**config.mk**
```make
export PLATFORM = sky130hd
export DESIGN_NAME = fu_cdb_arbiter
export DESIGN_NICKNAME = d
export VERILOG_FILES = /design/src/rtl/rv32i_types.sv /design/src/rtl/fu_result_fifo.sv /design/src/rtl/fu_cdb_arbiter.sv
export SDC_FILE = /design/constraint.sdc
export NUM_CORES = 1
export LEC_CHECK = 0
export ABC_CLOCK_PERIOD_IN_PS = 4910
export BUFFER_PORTS_ARGS = -buffer_cell sky130_fd_sc_hd__buf_2
export CAP_MARGIN = 10
export CORE_ASPECT_RATIO = 1.5
export CORE_UTILIZATION = 40
export DETAILED_ROUTE_END_ITERATION = 8
export MAX_ROUTING_LAYER = met4
export SLEW_MARGIN = 5
export SYNTH_ARGS = -nofsm -noshare
export SYNTH_HDL_FRONTEND = slang
export SYNTH_HIERARCHICAL = 1
export SYNTH_SLANG_ARGS = --single-unit
```
**constraint.sdc**
```tcl
create_clock -name clk -period 4.91 [get_ports clk]
set_clock_uncertainty 0.05 [all_clocks]
set_input_delay 0.982 -clock clk [delete_from_list [all_inputs] [get_ports clk]]
set_output_delay 0.982 -clock clk [all_outputs]
set_load 0.05 [all_outputs]
```
**src/rtl/rv32i_types.sv**
```systemverilog
// Shared widths and packet types for the rv32i back end: ROB tags,
// physical-register numbers and the common-data-bus packet.
package rv32i_types;

    localparam int ROB_IDX_W = 5;
    localparam int PREG_W    = 6;
    localparam int XLEN      = 32;

    // One buffered functional-unit result; validity is implied by FIFO occupancy.
    typedef struct packed {
        logic [ROB_IDX_W-1:0] rob_idx;
        logic [PREG_W-1:0]    pd;
        logic [XLEN-1:0]      data;
    } fu_result_t;

    typedef struct packed {
        logic                 valid;
        logic [ROB_IDX_W-1:0] rob_idx;
        logic [PREG_W-1:0]    pd;
        logic [XLEN-1:0]      data;
    } cdb_pkt_t;

    // An idle bus carries all-zero fields, not just a low valid bit.
    function automatic cdb_pkt_t to_cdb(input logic valid, input fu_result_t res);
        cdb_pkt_t pkt;
        pkt = '0;
        if (valid) begin
            pkt.valid   = 1'b1;
            pkt.rob_idx = res.rob_idx;
            pkt.pd      = res.pd;
            pkt.data    = res.data;
        end
        return pkt;
    endfunction

endpackage

```
**src/rtl/fu_result_fifo.sv**
```systemverilog
// Single-port in-order result buffer of DEPTH entries (power of two) with an
// occupancy count; flush empties it and drops a same-cycle push.
module fu_result_fifo
    import rv32i_types::*;
#(
    parameter int DEPTH = 2
) (
    input  logic                           clk,
    input  logic                           rst_n,
    input  logic                           flush,
    input  logic                           push,
    input  logic                           pop,
    input  fu_result_t                     wdata,
    output fu_result_t                     rdata,
    output logic [$clog2(DEPTH+1)-1:0]     count,
    output logic                           empty
);

    localparam int PTR_W = $clog2(DEPTH);
    localparam int CNT_W = $clog2(DEPTH + 1);

    fu_result_t       mem_q [DEPTH];
    logic [PTR_W-1:0] wr_ptr_q, wr_ptr_d;
    logic [PTR_W-1:0] rd_ptr_q, rd_ptr_d;
    logic [CNT_W-1:0] count_q, count_d;
    logic             full;
    logic             do_push;
    logic             do_pop;

    assign full  = (count_q == CNT_W'(DEPTH));
    assign empty = (count_q == '0);
    assign count = count_q;
    assign rdata = mem_q[rd_ptr_q];

    // NOTE: every signal gets a default at the top of always_comb so no path
    // leaves it unassigned and no latch is inferred.
    always_comb begin
        do_push  = push && !full && !flush;
        do_pop   = pop && !empty && !flush;
        wr_ptr_d = wr_ptr_q;
        rd_ptr_d = rd_ptr_q;
        count_d  = count_q;
        if (flush) begin
            wr_ptr_d = '0;
            rd_ptr_d = '0;
            count_d  = '0;
        end else begin
            // Pointers are log2(DEPTH) wide, so the increment wraps by itself;
            // the separate count removes any full/empty ambiguity.
            if (do_push) wr_ptr_d = wr_ptr_q + PTR_W'(1);
            if (do_pop)  rd_ptr_d = rd_ptr_q + PTR_W'(1);
            count_d = count_q + CNT_W'(do_push) - CNT_W'(do_pop);
        end
    end

    // NOTE: sequential state uses non-blocking assignments so every flop
    // samples the pre-edge values of the others.
    always_ff @(posedge clk or negedge rst_n) begin
        if (!rst_n) begin
            wr_ptr_q <= '0;
            rd_ptr_q <= '0;
            count_q  <= '0;
        end else begin
            wr_ptr_q <= wr_ptr_d;
            rd_ptr_q <= rd_ptr_d;
            count_q  <= count_d;
        end
    end

    // NOTE: storage is deliberately not reset; an empty count makes stale
    // contents unobservable and keeps the array a plain RAM.
    always_ff @(posedge clk) begin
        if (do_push) mem_q[wr_ptr_q] <= wdata;
    end

endmodule

```
**src/rtl/fu_cdb_arbiter.sv**
```systemverilog
// Merges NUM_FU functional-unit result ports onto one common data bus with a
// round-robin grant. Define FU_CDB_ARBITER_OUTREG_EN to register the CDB outputs.
module fu_cdb_arbiter
    import rv32i_types::*;
#(
    parameter int NUM_FU = 4,
    parameter int DEPTH  = 2
) (
    input  logic                                 clk,
    input  logic                                 rst_n,
    input  logic                                 flush,
    input  logic [NUM_FU-1:0]                    fu_valid,
    output logic [NUM_FU-1:0]                    fu_ready,
    input  logic [NUM_FU-1:0][ROB_IDX_W-1:0]     fu_rob_idx,
    input  logic [NUM_FU-1:0][PREG_W-1:0]        fu_pd,
    input  logic [NUM_FU-1:0][XLEN-1:0]          fu_data,
    output logic                                 cdb_valid,
    output logic [ROB_IDX_W-1:0]                 cdb_rob_idx,
    output logic [PREG_W-1:0]                    cdb_pd,
    output logic [XLEN-1:0]                      cdb_data
);

    localparam int PTR_W = (NUM_FU > 1) ? $clog2(NUM_FU) : 1;
    localparam int CNT_W = $clog2(DEPTH + 1);

    fu_result_t        fifo_head  [NUM_FU];
    logic [CNT_W-1:0]  fifo_count [NUM_FU];
    logic [NUM_FU-1:0] fifo_empty;
    logic [NUM_FU-1:0] fifo_pop;

    logic [PTR_W-1:0]  rr_ptr_q, rr_ptr_d;
    logic [PTR_W-1:0]  grant_idx;
    logic              grant_valid;
    cdb_pkt_t          grant_pkt;
    cdb_pkt_t          cdb_out;

    for (genvar i = 0; i < NUM_FU; i++) begin : g_fifo
        fu_result_t wdata;
        assign wdata = '{rob_idx: fu_rob_idx[i], pd: fu_pd[i], data: fu_data[i]};

        fu_result_fifo #(.DEPTH(DEPTH)) u_fifo (
            .clk   (clk),
            .rst_n (rst_n),
            .flush (flush),
            .push  (fu_valid[i]),
            .pop   (fifo_pop[i]),
            .wdata (wdata),
            .rdata (fifo_head[i]),
            .count (fifo_count[i]),
            .empty (fifo_empty[i])
        );

        // Occupancy only; a same-cycle pop does not reopen the port.
        assign fu_ready[i] = (fifo_count[i] < CNT_W'(DEPTH));
    end

    // Search starts at the port after the last grant, so the last winner is
    // considered only after every other port.
    always_comb begin
        int               cand;
        logic [PTR_W-1:0] cand_idx;
        grant_valid = 1'b0;
        grant_idx   = rr_ptr_q;
        cand        = 0;
        cand_idx    = '0;
        for (int i = 1; i <= NUM_FU; i++) begin
            cand     = (int'(rr_ptr_q) + i) % NUM_FU;
            cand_idx = PTR_W'(cand);
            if (!grant_valid && !fifo_empty[cand_idx]) begin
                grant_valid = 1'b1;
                grant_idx   = cand_idx;
            end
        end
    end

    always_comb begin
        fifo_pop  = '0;
        rr_ptr_d  = rr_ptr_q;
        grant_pkt = to_cdb(grant_valid && !flush, fifo_head[grant_idx]);
        if (grant_valid && !flush) begin
            fifo_pop[grant_idx] = 1'b1;
            rr_ptr_d            = grant_idx;
        end
    end

    always_ff @(posedge clk or negedge rst_n) begin
        if (!rst_n) rr_ptr_q <= PTR_W'(NUM_FU - 1);
        else        rr_ptr_q <= rr_ptr_d;
    end

`ifdef FU_CDB_ARBITER_OUTREG_EN
    cdb_pkt_t cdb_q, cdb_d;

    // grant_pkt is already zero during flush, which clears the stage.
    assign cdb_d = grant_pkt;

    always_ff @(posedge clk or negedge rst_n) begin
        if (!rst_n) cdb_q <= '0;
        else        cdb_q <= cdb_d;
    end

    // A result staged before a flush is discarded along with the buffers.
    assign cdb_out = flush ? '0 : cdb_q;
`else
    assign cdb_out = grant_pkt;
`endif

    assign cdb_valid   = cdb_out.valid;
    assign cdb_rob_idx = cdb_out.rob_idx;
    assign cdb_pd      = cdb_out.pd;
    assign cdb_data    = cdb_out.data;

endmodule

```
======== Word-level counts from Yosys, hierarchy flattened ========
Memories as Yosys holds them, arrays and structs flattened.
Index checks and enable logic that the tools add are counted.
word-level totals
  register bits ........................... 18
  RAM bits ................................ 344
  input bits .............................. 179
  memories ................................ 4
cells by class
  equal/unequal tests ..................... 4
  bitwise gates (word level) .............. 1
  muxes and demuxes ....................... 51
  reductions and logical operators ........ 47
  $lt $le $gt $ge ......................... 11
  $add $sub $neg .......................... 20
memories
  memory                  depth  bits a word  rd ports  clocked after Yosys merged registers in  wr ports  RTL line              source
  g_fifo[0].u_fifo.mem_q  2      43           1         0                                        1         fu_result_fifo.sv:22  fu_result_t mem_q [DEPTH];
  g_fifo[1].u_fifo.mem_q  2      43           1         0                                        1         fu_result_fifo.sv:22
  g_fifo[2].u_fifo.mem_q  2      43           1         0                                        1         fu_result_fifo.sv:22
  g_fifo[3].u_fifo.mem_q  2      43           1         0                                        1         fu_result_fifo.sv:22
operator list
  cell                   count
  $bmux W43 S2           1
  $mux W43               2
  $mux W44               1
  $mux W1                33
  $logic_and A1 B1 Y1    21
  $mux W2                8
  $reduce_bool A2 Y1     8
  $lt A2 B3 Y1 const B   5
  $logic_not A1 Y1       14
  $add A1 B1 Y1 const B  8
  $add A2 B1 Y2          4
  $bmux W1 S2            4
  $eq A2 B2 Y1 const B   4
  $logic_not A2 Y1       4
  $lt A2 B2 Y1 const B   4
  $sub A2 B1 Y2          4
  $add A2 B1 Y2 const B  2
  $add A2 B2 Y2 const B  2
  $mux W4                1
  $ge A3 B3 Y1 const B   1
  $not A2 Y3             1
  $demux W1 S2           1
  $ge A2 B1 Y1 const B   1

======== Longest topological paths before layout ========
  depth in word-level cells ............... 21
  gate-level depth with buffers ........... 15
  depth with buffers taken out ............ 13

======== Cells and area by module ========
Netlist, hierarchy kept.
modules (own cells, without submodules)
  module          times used  cells an instance  area an instance (um2)
  fu_result_fifo  4           158                3528.4
  fu_cdb_arbiter  1           204                1984.4

======== Worst setup path before layout ========
OpenSTA, ideal clock, no wires.
  path kind ............................... input-to-output
  start ................................... input port flush
  end ..................................... output port cdb_rob_idx[0]
  stages on the path ...................... 5
  slack ................................... 1.249 ns
  buffers on the path ..................... 1
  arrival ................................. 2.629 ns
  data required time ...................... 3.878 ns
  cell sequence ........................... a41o_1 > inv_2 > nand2_4 > buf_4 > o22ai_1
between the ends
  longest elaborated chain between the ends .. 3
RTL lines
  item                 RTL line              source
  start: declaration   fu_cdb_arbiter.sv:11  input logic flush,
  $logic_not A1 Y1     fu_cdb_arbiter.sv:79  grant_pkt = to_cdb(grant_valid && !flush, fifo_head[grant_idx]);
  $logic_and A1 B1 Y1  fu_cdb_arbiter.sv:79
  $mux W44             rv32i_types.sv:27     if (valid) begin
  end: declaration     fu_cdb_arbiter.sv:18  output logic [ROB_IDX_W-1:0] cdb_rob_idx,
No other way between the ends.

======== Worst setup path in the final report ========
  start ................................... register g_fifo[2].u_fifo.count_q[1]
  end ..................................... output port cdb_pd[1]
between the ends
  longest elaborated chain between the ends .. 17
  elaborated cells on any way between the ends .. 31
RTL lines
  item                                          RTL line              source
  start: declaration                            fu_result_fifo.sv:25  logic [CNT_W-1:0] count_q, count_d;
  start signal: assignment                      fu_result_fifo.sv:66  count_q <= count_d;
  $logic_not A2 Y1 (*)                          fu_result_fifo.sv:31  assign empty = (count_q == '0);
  via fifo_empty[2]                             fu_cdb_arbiter.sv:28  logic [NUM_FU-1:0] fifo_empty;
  $bmux W1 S2                                   fu_cdb_arbiter.sv:69  if (!grant_valid && !fifo_empty[cand_idx]) begin
  $mux W1 (not written as such)                 fu_cdb_arbiter.sv:69
  $logic_not A1 Y1                              fu_cdb_arbiter.sv:69
  $logic_and A1 B1 Y1                           fu_cdb_arbiter.sv:69
  $mux W1                                       fu_cdb_arbiter.sv:69
  $logic_not A1 Y1                              fu_cdb_arbiter.sv:69
  $logic_and A1 B1 Y1                           fu_cdb_arbiter.sv:69
  $mux W1                                       fu_cdb_arbiter.sv:69
  $logic_not A1 Y1                              fu_cdb_arbiter.sv:69
  $logic_and A1 B1 Y1                           fu_cdb_arbiter.sv:69
  $mux W2                                       fu_cdb_arbiter.sv:69
  $not A2 Y3 (not written as such)              fu_cdb_arbiter.sv:79
  $bmux W43 S2                                  fu_cdb_arbiter.sv:79
  $mux W43 (not written as such) (2 in series)  fu_cdb_arbiter.sv:79
  $mux W44 (*)                                  rv32i_types.sv:27
  end: declaration                              fu_cdb_arbiter.sv:19  output logic [PREG_W-1:0] cdb_pd,
Mark *: on every way through the listed nets, which the timed path passes. The rest lies on a longest branch. The select of a mux whose other input is x is not followed.

==> flow_metrics.tcl <==
set metrics [dict create \
    die_height_um 248 \
    violations "design-rule violations" \
    io_pins 227 \
    critPathKind "reg2out" \
    drc 16 \
    htreeDepth 2 \
    fin_crit_sh_pct 82.1 \
    path_cells "nor2_1, a21oi_1, o211ai_1, buf_12, mux2i_1, o22ai_2, buf_2" \
    synth_seq_cells 362 \
    finalSetupViolCount 0 \
    worstSetupStartpointType "flop" \
    clkSlewWorstSetupHoldPaths_ns 0.06 \
    drt_iter0_markers 332 \
    routed_via_density 4.95 \
    power_w 0.00864 \
    core_um2 39500 \
    insertion_delay_ns 0.51 \
    pwr_density_cell_nw_per_um2 462 \
    grt_max_degree 53 \
    hpwlAfterDp_um 23800 \
    endpoint_kind "output port" \
    initial_core_util_pct 40.7 \
    nFillCells 3385 \
    firstDrtPassIters 9 \
    cpLargestDelayFamily "buffers and inverters" \
    design.die.area_um2 41100 \
    avgRoutedWirePerCell_um 22.4 \
    vias 7999 \
    syn_to_final_growth_pct 16.3 \
    synth_nets 1023 \
    critical_path_arrival_ns 3.00 \
    drive_above_1_share_pct 49.2 \
    slew_viol_final 0 \
    final_cell_mix "edfxtp_1, buf_2, mux2_4" \
    cts_resized 0 \
    critPathMaxFanout 52 \
    layout_commonest_cell "edfxtp_1" \
    rsz0062_at_grt "false" \
    postCtsSetupBuffers 0 \
    p_leak_nw 6.97 \
    clock_tree.buffer_depth 3 \
    hold_viol 0 \
    gp_congestion 0.740 \
    grt_usage_pct 18.1 \
    max_cap_violations 0 \
    wirelength_um 36100 \
    vdd_drop_max_mv 0.402 \
    max_stage_delay_ns 0.55 \
    grt_pass1_vias 8434 \
    antenna_found_initial 11 \
    outcome "finished, violations left" \
    synth_cell_type_count 39 \
    die_x_um 166 \
    path_buf_inv 2 \
    row_count 89 \
    cts_root_buffer "clkbuf_16" \
    synth_cells 836 \
    postSynthAreaPerCell_um2 19.3 \
    crit_slowest_cell "mux2i_1" \
    cts_hold_buffers 0 \
    syn-cell-area_um2 16100 \
    cts_buffers 37 \
    cts_tree "yes" \
    detail-route-antenna-nets 0 \
    max_freq_ghz 0.248 \
    slew-limit-headroom_pct 33.4 \
    grt_pass1_wl_um 52300 \
    required_ns 3.88 \
    utilization_pct 47.4 \
    post-route-min-period_ns 4.03 \
    finalSetupTns_ns 0 \
    synth_seq_area_share_pct 67.0 \
    ys_warn_count 6 \
    overflow 0 \
    hp-class "in2async" \
    fin_nets 1263 \
    tightest_slew_ns 0.999 \
    portBuffers 226 \
    clock_sinks 362 \
]
[where the power goes]
group | total [W] | internal, W | switching (W)
combinational | 0.00236 | 0.000826 | 0.00154
clock | 0.00263 | 0.00150 | 0.00113
sequential | 0.00365 | 0.00355 | 0.000103
total | 0.00864 | 0.00588 | 0.00277
[per-stage QoR]
| step | instance area [um^2] | setup WS (ns) | hold slack [ns] | cells |
|---|---|---|---|---|
| after floorplan | 16100 | 1.25 | 0.402 | 836 |
| after global placement | 17600 | 1.31 | 0.432 | 1537 |
| after detailed placement | 17600 | 1.28 | 0.436 | 1537 |
| after CTS | 18700 | 0.782 | 0.345 | 1604 |
| after global routing | 18700 | 0.689 | 0.376 | 1613 |
| final | 18700 | 0.881 | 0.361 | 1615 |
[routing by layer]
layer / up-vias / part of all wire [%] / GRT usage [%]
li1: 3752 / - / -
met1: 3992 / 39 / 20.4
met2: 208 / 53 / 32.4
met3: 47 / 5.4 / 3.30
met4: 0 / 2.3 / 5.99
met5: - / 0 / -
[synth_stat cells]
cell	count	share of area, %
a211oi_1	6	0.28
a211oi_2	42	3.3
a21oi_1	1	0.031
a2bb2oi_1	1	0.054
a41o_1	1	0.062
and2_1	4	0.16
and2b_1	1	0.047
buf_12	18	2.2
buf_2	8	0.25
buf_4	6	0.28
buf_6	9	0.63
clkbuf_1	2	0.047
dfrtp_1	16	2.5
dfstp_2	2	0.33
edfxtp_1	344	64
ha_1	8	0.62
inv_1	13	0.30
inv_2	1	0.023
mux2_2	16	1.1
mux2_4	156	15
mux2i_1	64	4.0
mux2i_4	1	0.14
nand2_1	5	0.12
nand2_4	1	0.070
nand2b_1	4	0.16
nand2b_4	1	0.085
nand3_1	1	0.031
nand3b_1	4	0.19
nor2_1	28	0.65
nor2b_1	28	1.1
nor3_1	4	0.12
o211ai_1	1	0.047
o21ai_0	4	0.12
o21ai_1	1	0.031
o21bai_1	4	0.19
o22ai_1	2	0.078
o22ai_2	19	1.5
o2bb2ai_1	1	0.054
xor2_1	8	0.44
[flip-flops by register name (all words and copies together) (netlist names)]
register	cells
g_fifo.u_fifo/count	8
g_fifo.u_fifo/mem_q	344
g_fifo.u_fifo/rd_ptr_q	4
g_fifo.u_fifo/wr_ptr_q	4
rr_ptr_q	2
[worst reg2reg max path: stages, from the launching register on]
cell and delay [ns]:
dfrtp_1 0.43, nor2_1 0.35, a2bb2oi_1 0.29, mux2i_4 0.11, buf_4 0.25, nand2b_4 0.38, nor2b_1 0.22, o21ai_0 0.15
nor2_1 0.13, ha_1 0.24, inv_1 0.06, ha_1 0.14, xor2_1 0.19, and2_1 0.15, nor3_1 0.04
[cells by family (layout without fill, tap and decap cells)]
group	Yosys count	count (layout)	synth area share [%]
buffers and inverters	57	325	3.77
adders and majority gates	8	8	0.622
muxes	237	237	19.8
AOI/OAI and AO/OA	83	83	5.69
xor gates and xnor gates	8	8	0.435
other	0	11	0
DFF	362	362	67.0
and+or+nand+nor	81	81	2.71
[final cells by class]
type	instances	area (um^2)	share of cell area [%]
multi-input cells	417	4770	25.5
clock inverters	18	109	0.581
diodes	11	27.5	0.147
flip-flops and latches	362	10800	57.7
inverters	14	52.6	0.281
repair buffers	244	1330	7.10
well taps	500	626	3.34
clock buffers	49	1010	5.41
[path summary, 6_finish.rpt]
check                                          start                         to  slack [ns]  depth (start not counted)
max                        g_fifo[2].u_fifo/count[1]                  cdb_pd[1]        0.88                          7
min                                            rst_n  g_fifo[3].u_fifo/wr_ptr_q        0.36                          1
max reg2reg                g_fifo[3].u_fifo/count[1]  g_fifo[1].u_fifo/count[1]        1.61                         14
min reg2reg                              rr_ptr_q[0]                rr_ptr_q[0]        0.45                          2
max in group asynchronous                      rst_n  g_fifo[0].u_fifo/rd_ptr_q        4.10                          1
min in group clk                         rr_ptr_q[0]                rr_ptr_q[0]        0.45                          2
No activity file was read; power rests on OpenSTA's default activity.
